==> src/rtl/nn_pkg.sv <==
// Shared fixed-point constants for the neuron datapath, weight memory and later layers.
package nn_pkg;
  localparam int NN_DATA_W    = 16;
  localparam int NN_FRAC_BITS = 8;

  // Guard bits absorb the growth from summing many full-scale products.
  function automatic int acc_width(input int dw);
    return 2*dw + 10;
  endfunction

  localparam int NN_ACC_W = acc_width(NN_DATA_W);
  localparam logic [NN_DATA_W-1:0] NN_OUT_MAX = {1'b0, {(NN_DATA_W-1){1'b1}}};
  localparam logic [NN_DATA_W-1:0] NN_OUT_MIN = '0;
endpackage

==> src/rtl/relu_act.sv <==
// ReLU on the full-width pre-activation. With MAC_SAT_EN, positive overflow clamps to
// the max output word; otherwise the low dataWidth bits pass through and may wrap.
module relu_act import nn_pkg::*; #(
  parameter int dataWidth = NN_DATA_W,
  parameter int accWidth  = NN_ACC_W
) (
  input  logic signed [accWidth-1:0]  r,
  output logic        [dataWidth-1:0] y
);
  localparam logic signed [accWidth-1:0] ZERO = '0;
`ifdef MAC_SAT_EN
  localparam logic signed [accWidth-1:0] MAX_R = (accWidth'(1) <<< (dataWidth-1)) - accWidth'(1);
`endif

  always_comb begin
    y = '0;
    if (r < ZERO)
      y = '0;
    else begin
`ifdef MAC_SAT_EN
      if (r > MAX_R) y = MAX_R[dataWidth-1:0];
      else           y = r[dataWidth-1:0];
`else
      y = r[dataWidth-1:0];
`endif
    end
  end
endmodule

==> src/rtl/neuron_mac.sv <==
// Per-neuron MAC: one weight read per input, 4-stage multiply/accumulate/bias/ReLU pipe.
// Build option MAC_SAT_EN selects clamping (vs wrapping) of positive output overflow.
module neuron_mac import nn_pkg::*; #(
  parameter int numWeight    = 3,
  parameter int addressWidth = 10,
  parameter int dataWidth    = NN_DATA_W,
  parameter int fracBits     = NN_FRAC_BITS,
  parameter int accWidth     = acc_width(dataWidth)
) (
  input  logic                    clk,
  input  logic                    rst,
  input  logic [dataWidth-1:0]    in_data,
  input  logic                    in_valid,
  output logic                    w_ren,
  output logic [addressWidth-1:0] w_radd,
  input  logic [dataWidth-1:0]    w_data,
  input  logic [dataWidth-1:0]    bias,
  output logic [dataWidth-1:0]    out,
  output logic                    out_valid
);
  localparam logic [addressWidth-1:0] LAST_ADDR = addressWidth'(numWeight-1);

  logic [addressWidth-1:0]      cnt;
  logic                         last;
  logic [3:1]                   vld_pipe;  // [3] is the pass-done flag
  logic [2:1]                   lst_pipe;
  logic signed [dataWidth-1:0]  in_d;
  logic signed [2*dataWidth-1:0] prod;
  logic signed [accWidth-1:0]   acc, sum_r, r_w;
  logic [dataWidth-1:0]         act_y;

  assign w_ren  = in_valid;
  assign w_radd = cnt;
  assign last   = in_valid && (cnt == LAST_ADDR);
  assign r_w    = (sum_r >>> fracBits) + accWidth'($signed(bias));

  relu_act #(.dataWidth(dataWidth), .accWidth(accWidth)) u_act (.r(r_w), .y(act_y));

  always_ff @(posedge clk or posedge rst) begin
    if (rst) begin
      cnt       <= '0;
      vld_pipe  <= '0;
      lst_pipe  <= '0;
      in_d      <= '0;
      prod      <= '0;
      acc       <= '0;
      sum_r     <= '0;
      out       <= '0;
      out_valid <= 1'b0;
    end else begin
      if (in_valid) cnt <= last ? '0 : cnt + 1'b1;

      in_d        <= $signed(in_data);
      vld_pipe[1] <= in_valid;
      lst_pipe[1] <= last;

      prod        <= in_d * $signed(w_data);
      vld_pipe[2] <= vld_pipe[1];
      lst_pipe[2] <= lst_pipe[1];

      // Clearing acc on the last product lets a back-to-back pass start from 0.
      if (vld_pipe[2]) begin
        if (lst_pipe[2]) begin
          sum_r <= acc + accWidth'(prod);
          acc   <= '0;
        end else begin
          acc   <= acc + accWidth'(prod);
        end
      end
      vld_pipe[3] <= vld_pipe[2] && lst_pipe[2];

      out_valid <= vld_pipe[3];
      if (vld_pipe[3]) out <= act_y;
    end
  end
endmodule

==> config.mk <==
export PLATFORM = sky130hd
export DESIGN_NAME = neuron_mac
export DESIGN_NICKNAME = d
export VERILOG_FILES = /design/src/rtl/nn_pkg.sv /design/src/rtl/relu_act.sv /design/src/rtl/neuron_mac.sv
export SDC_FILE = /design/constraint.sdc
export NUM_CORES = 1
export LEC_CHECK = 0
export CAP_MARGIN = 0
export CORE_MARGIN = 4
export CORE_UTILIZATION = 39
export DETAILED_ROUTE_END_ITERATION = 6
export PLACE_DENSITY = 0.65
export SETUP_SLACK_MARGIN = 0.05
export SLEW_MARGIN = 15
export SYNTH_ARGS = -nofsm -noshare
export SYNTH_HDL_FRONTEND = slang
export SYNTH_SLANG_ARGS = --single-unit
export TNS_END_PERCENT = 50
==> constraint.sdc <==
create_clock -name clk -period 7.35 [get_ports clk]
set_input_delay 1.47 -clock clk [delete_from_list [all_inputs] [get_ports clk]]
set_output_delay 1.47 -clock clk [all_outputs]
set_load 0.1 [all_outputs]
* After elaboration in Yosys (flattened, before gate mapping)
Index checks and enable logic that the tools add are counted.
** Word-level totals
- Flip-flop bits (word level) :: 164
- Input bits :: 51
** Operators by class
- Add/subtract/negate cells :: 3
- Multipliers :: 1
- $lt $le $gt $ge :: 1
- Equality and inequality tests :: 1
- Muxes and demuxes :: 3
- Reduce and logical (&&, ||, !) cells :: 3
** Operator list (count)
- $add A42 B32 Y42 :: 1
- $mux W42 :: 1
- $add A34 B16 Y35 :: 1
- $lt A35 B1 Y1 const B :: 1
- $mul A16 B16 Y32 :: 1
- $mux W16 :: 1
- $add A10 B1 Y10 const B :: 1
- $eq A10 B2 Y1 const B :: 1
- $mux W10 :: 1
- $logic_and A1 B1 Y1 :: 2
- $reduce_and A2 Y1 :: 1

* Logic depth before layout (Yosys ltp)
- Depth in word-level cells :: 3
- Mapped depth :: 25

* Cells and area by module
Synthesis repeated with hierarchy kept, for this count alone.
** Second synthesis, totals
- Cell total of the unflattened synthesis :: 2061
- Area total of the unflattened synthesis :: 19119.6 µm²
** Modules (own cells, without submodules)
- neuron_mac :: times used 1, cells an instance 2044, area an instance 18975.7 µm², sequential area each 3903.7 µm²
- relu_act :: times used 1, cells an instance 17, area an instance 143.9 µm², sequential area each 0.0 µm²

* Least setup slack after synthesis
Ideal clock, no wire load.
- Path kind :: input to register
- From :: in w_data[1]
- To :: reg prod[30]
- Library setup time :: 0.080 ns
- Arrival time :: 7.324 ns
- Required time :: 7.270 ns
- Path slack :: -0.054 ns
- Stages :: 22
- Buffers on the path :: 1
- Path through :: clkbuf_1 > nand2_1 > inv_1 > fa_1 > inv_1 > fa_1 > inv_1 > fa_1 > fa_1 > fa_1 > inv_1 > fa_1 > inv_1 > ha_1 > nor2b_1 > o21ai_0 > o21a_1 > o31ai_1 > or4b_1 > a31o_1 > a21oi_2 > xnor2_1
** On the way
- Word-level cells in the longest chain between the ends :: 1
** RTL lines
- from (decl) :: RTL line neuron_mac.sv:16 : input logic [dataWidth-1:0] w_data,
- $mul A16 B16 Y32 :: RTL line neuron_mac.sv:57 : prod <= in_d * $signed(w_data);
- to (signal assigned) :: RTL line neuron_mac.sv:57
- to (decl) :: RTL line neuron_mac.sv:28 : logic signed [2*dataWidth-1:0] prod;
Every way passes these cells.
A chain may end at the register's enable or synchronous reset.

* Final worst setup path
- From :: in w_data[2]
- To :: reg prod[31]
The elaborated chain is that of the path after synthesis.

==> impl_metrics.sql <==
INSERT INTO impl_metrics (metric_group, metric, value, unit) VALUES
('sta', 'fmax', '0.139', 'GHz'),
('sta', 'slew-limit-headroom', '34.4', '%'),
('sta', 'tightestPinTransition', '0.981', 'ns'),
('grt', 'grt_start_max_net_pins', '79', ''),
('worst_setup_path', 'timing.critical_path.to_type', 'flip-flop', ''),
('yosys', 'syn_nets', '2421', ''),
('yosys', 'synth_warnings', '0', ''),
('cts', 'tritoncts_clock_tree', 'built', ''),
('cts', 'holdBufCountCts', '0', ''),
('finish', 'share_of_layout_cells_above_drive_strength_1', '9.58', '%'),
('die', 'placementRows', '79', ''),
('die', 'fp.dieArea', '50600', 'sq um'),
('finish', 'commonest_cells_after_routing_fill_and_taps_aside', 'inv_1 (363), fa_1 (253), nand2_1 (191), dfrtp_1 (156), ha_1 (154)', ''),
('routing', 'detailedRoute.firstPassIterationCount', '5', ''),
('finish', 'final_net_count', '2569', ''),
('sta', 'grt_setup_unrepaired', 'true', ''),
('worst_setup_path', 'critical_path_peak_fanout', '9', ''),
('worst_setup_path', 'required', '7.73', 'ns'),
('finish', 'area_delta_synth_final', '16.4', '%'),
('grt', 'gr-usage-all-layers', '17.5', '%'),
('die', 'io_pins', '79', ''),
('worst_hold_path', 'worst_hold_path_type', 'reg -> reg', ''),
('worst_setup_path', 'crit_path_start_kind', 'primary input', ''),
('routing', 'post-route-drc-count', '0', ''),
('yosys', 'synthDominantAreaCellType', 'fa_1', ''),
('worst_hold_path', 'min_delay_worst_endpoint', 'vld_pipe[2]', ''),
('yosys', 'postSynthRegisterBits', '156', ''),
('yosys', 'synth_enable_flop_cells', '0', ''),
('worst_setup_path', 'path_type_of_the_worst_setup_path', 'in -> reg', ''),
('worst_setup_path', 'r2r-start', 'in_d[7]', ''),
('yosys', 'syn-mean-instance-area', '9.42', 'sq um'),
('sta', 'timing.final.max_slew_violations', '0', ''),
('die', 'core_area', '46600', 'sq um'),
('worst_setup_path', 'rrSetupSlack', '0.89', 'ns'),
('sta', 'final-setup-viol-count', '0', ''),
('grt', 'grt.overflow.total', '0', ''),
('die', 'die_x', '225', 'um'),
('yosys', 'synth.lib_cells_used.distinct', '65', ''),
('worst_setup_path', 'critical_path.startpoint', 'w_data[2]', ''),
('job', 'maxCapViolCount', '0', ''),
('grt', 'first_global_vias', '14500', ''),
('cts', 'clockRootBuffer', 'clkbuf_16', ''),
('worst_hold_path', 'min_delay_path_depth', '0', ''),
('cts', 'clkSinkCount', '156', ''),
('place', 'dp_worst_setup_slack', '-0.509', 'ns'),
('die', 'starting_density_of_the_core', '39.4', '%'),
('run_status', 'run_status', 'completed', ''),
('place', 'dpl-instance-area', '20500', 'sq um'),
('yosys', 'post_synth_inst_count', '1947', ''),
('worst_setup_path', 'critical_path_arrival', '7.56', 'ns'),
('worst_setup_path', 'crit-reg2reg-capture', 'prod[31]', ''),
('finish', 'finalInstanceArea', '21300', 'sq um'),
('sta', 'finalClockSkew', '0.0159', 'ns'),
('yosys', 'synth-main-ff-cell', 'dfrtp_1', ''),
('cts', 'cts-htree-levels', '4', ''),
('place', 'place.gp.congestion', '0.897', ''),
('grt', 'grt_antenna_before_repair', '0', ''),
('routing', 'drt.antenna.violating_nets', '0', ''),
('cts', 'cts_buffers', '17', ''),
('sta', 'final_critical_path_setup_slack', '0.172', 'ns'),
('worst_hold_path', 'hp-start', 'vld_pipe[1]', ''),
('cts', 'clock_insertion_delay_worst_skew', '0.46', 'ns'),
('yosys', 'synth-async-reset-ratio', '100', '%'),
('place', 'number_of_buffers_added_on_ports', '78', ''),
('sta', 'period_share', '97.7', '%'),
('sta', 'layout_min_cycle_time', '7.18', 'ns'),
('cts', 'clk_pin_slew_worst_paths', '0.06', 'ns'),
('routing', 'vias_per_cell', '5.09', ''),
('finish', 'n_antenna_cell', '0', ''),
('yosys', 'synth-seq-area-share', '21.3', '%'),
('yosys', 'synth_area_leaders', 'fa_1 (29%), dfrtp_1 (21%), ha_1 (11%), inv_1 (7.5%), and2_1 (4.3%)', ''),
('routing', 'drtIter0Drc', '839', ''),
('yosys', 'netlist.area_leader.share', '28.8', '%'),
('worst_setup_path', 'worst_r2r_path_depth', '22', ''),
('place', 'hpwl_dp', '34.2', 'mm'),
('finish', 'mostFrequentLayoutCell', 'inv_1', ''),
('cts', 'ctsLongestPathBuffers', '2', ''),
('yosys', 'netlist_area', '18300', 'sq um'),
('routing', 'route.vias.total', '13800', ''),
('routing', 'drt-wirelength-per-cell', '15.7', 'um'),
('routing', 'wl', '42.5', 'mm'),
('sta', 'finalHoldViolations', '0', ''),
('die', 'fp.dieH', '225', 'um'),
('grt', 'grt_pass1_wl', '72.2', 'mm');
[cells by family after synthesis]
logic type,after synthesis,synth area share [%]
and+or+nand+nor,506,13.5
buffers and inverters,432,8.87
adders and majority gates,423,39.7
AOI/OAI and AO/OA,332,11.8
DFF,156,21.3
xor gates and xnor gates,90,4.30
muxes,8,0.484
[Yosys cell counts (12+ instances only)]
cell type,n
inv_1,368
fa_1,264
nand2_1,195
ha_1,159
dfrtp_1,156
and2_1,127
o21ai_0,79
a21oi_1,66
nor2_1,66
xnor2_1,63
clkbuf_1,58
o22ai_1,36
a21o_1,35
nand3_1,29
xor2_1,27
a211oi_1,20
nand4_1,19
a22o_1,14
nand2b_1,14
nor3_1,14
o21bai_1,14
and3_1,12
[stage by stage]
stage | hold slack, ns | TNS (ns) | util [%] | std cells
floorplan | 0.331 | 0 | - | 1947
global placement | 0.335 | -1.50 | 44.0 | 2676
detailed placement | 0.336 | -2.16 | 44.0 | 2676
CTS | 0.351 | 0 | 45.3 | 2708
global route | 0.354 | -0.00802 | 45.8 | 2715
finish | 0.351 | 0 | 45.8 | 2715
[registers in the layout, summed over array words and instances (netlist names)]
register	count
out	16
lst_pipe	2
acc	42
w_radd	10
in_d	16
sum_r	34
out_valid	1
vld_pipe	3
prod	32
[layout make-up]
type / instances / area, sq um
Clock buffer: 19 / 443
Clock inverter: 13 / 119
Fill cell: 4396 / 25200
Inverter: 370 / 1390
Multi-Input combinational cell: 1359 / 13000
Sequential cell: 156 / 3900
Tap cell: 607 / 759
Timing Repair Buffer: 191 / 1760
[metal layers]
| layer | vias to the layer above | GRT usage [%] | part of all wire, % |
|---|---|---|---|
| li1 | 6542 | - | - |
| met1 | 6878 | 24.1 | 46 |
| met2 | 348 | 29.1 | 47 |
| met3 | 57 | 2.51 | 4.9 |
| met4 | 0 | 4.74 | 2.0 |
| met5 | - | 0 | 0 |
[worst max-delay path by stage]
stage / to / slack, ns / depth (start not counted)
3_5_place_dp: prod[31] / -0.51 / 24
5_1_grt: prod[31] / -0.008 / 23
3_3_place_gp: prod[31] / -0.42 / 23
2_1_floorplan: prod[30] / 0.06 / 22
6_report: prod[31] / 0.17 / 23
4_1_cts: prod[30] / 0.004 / 25
[repair_timing]
item | in CTS | in global routing
pin swaps | 0 | 46
gates resized for setup | 1 | 57
endpoints found under the setup margin | 2 | 6
cloned | 0 | 2
setup buffers | 0 | 5
[critical path: stages]
cell and delay [ns]:
clkdlybuf4s50_1 0.41, buf_6 0.15, and2_1 0.18, fa_1 0.55, inv_1 0.06, fa_1 0.53
inv_1 0.05, fa_1 0.51, fa_1 0.51, fa_1 0.49, inv_1 0.05, fa_1 0.47
inv_1 0.04, ha_1 0.31, buf_4 0.16, a21oi_1 0.14, o21bai_1 0.07, a311o_1 0.38
o31a_1 0.37, a211oi_2 0.27, o31ai_2 0.10, a21oi_1 0.16, xnor2_1 0.13
Power is not shown: default switching activity piles up to over one toggle a cycle in this logic, so the estimate is an artifact.
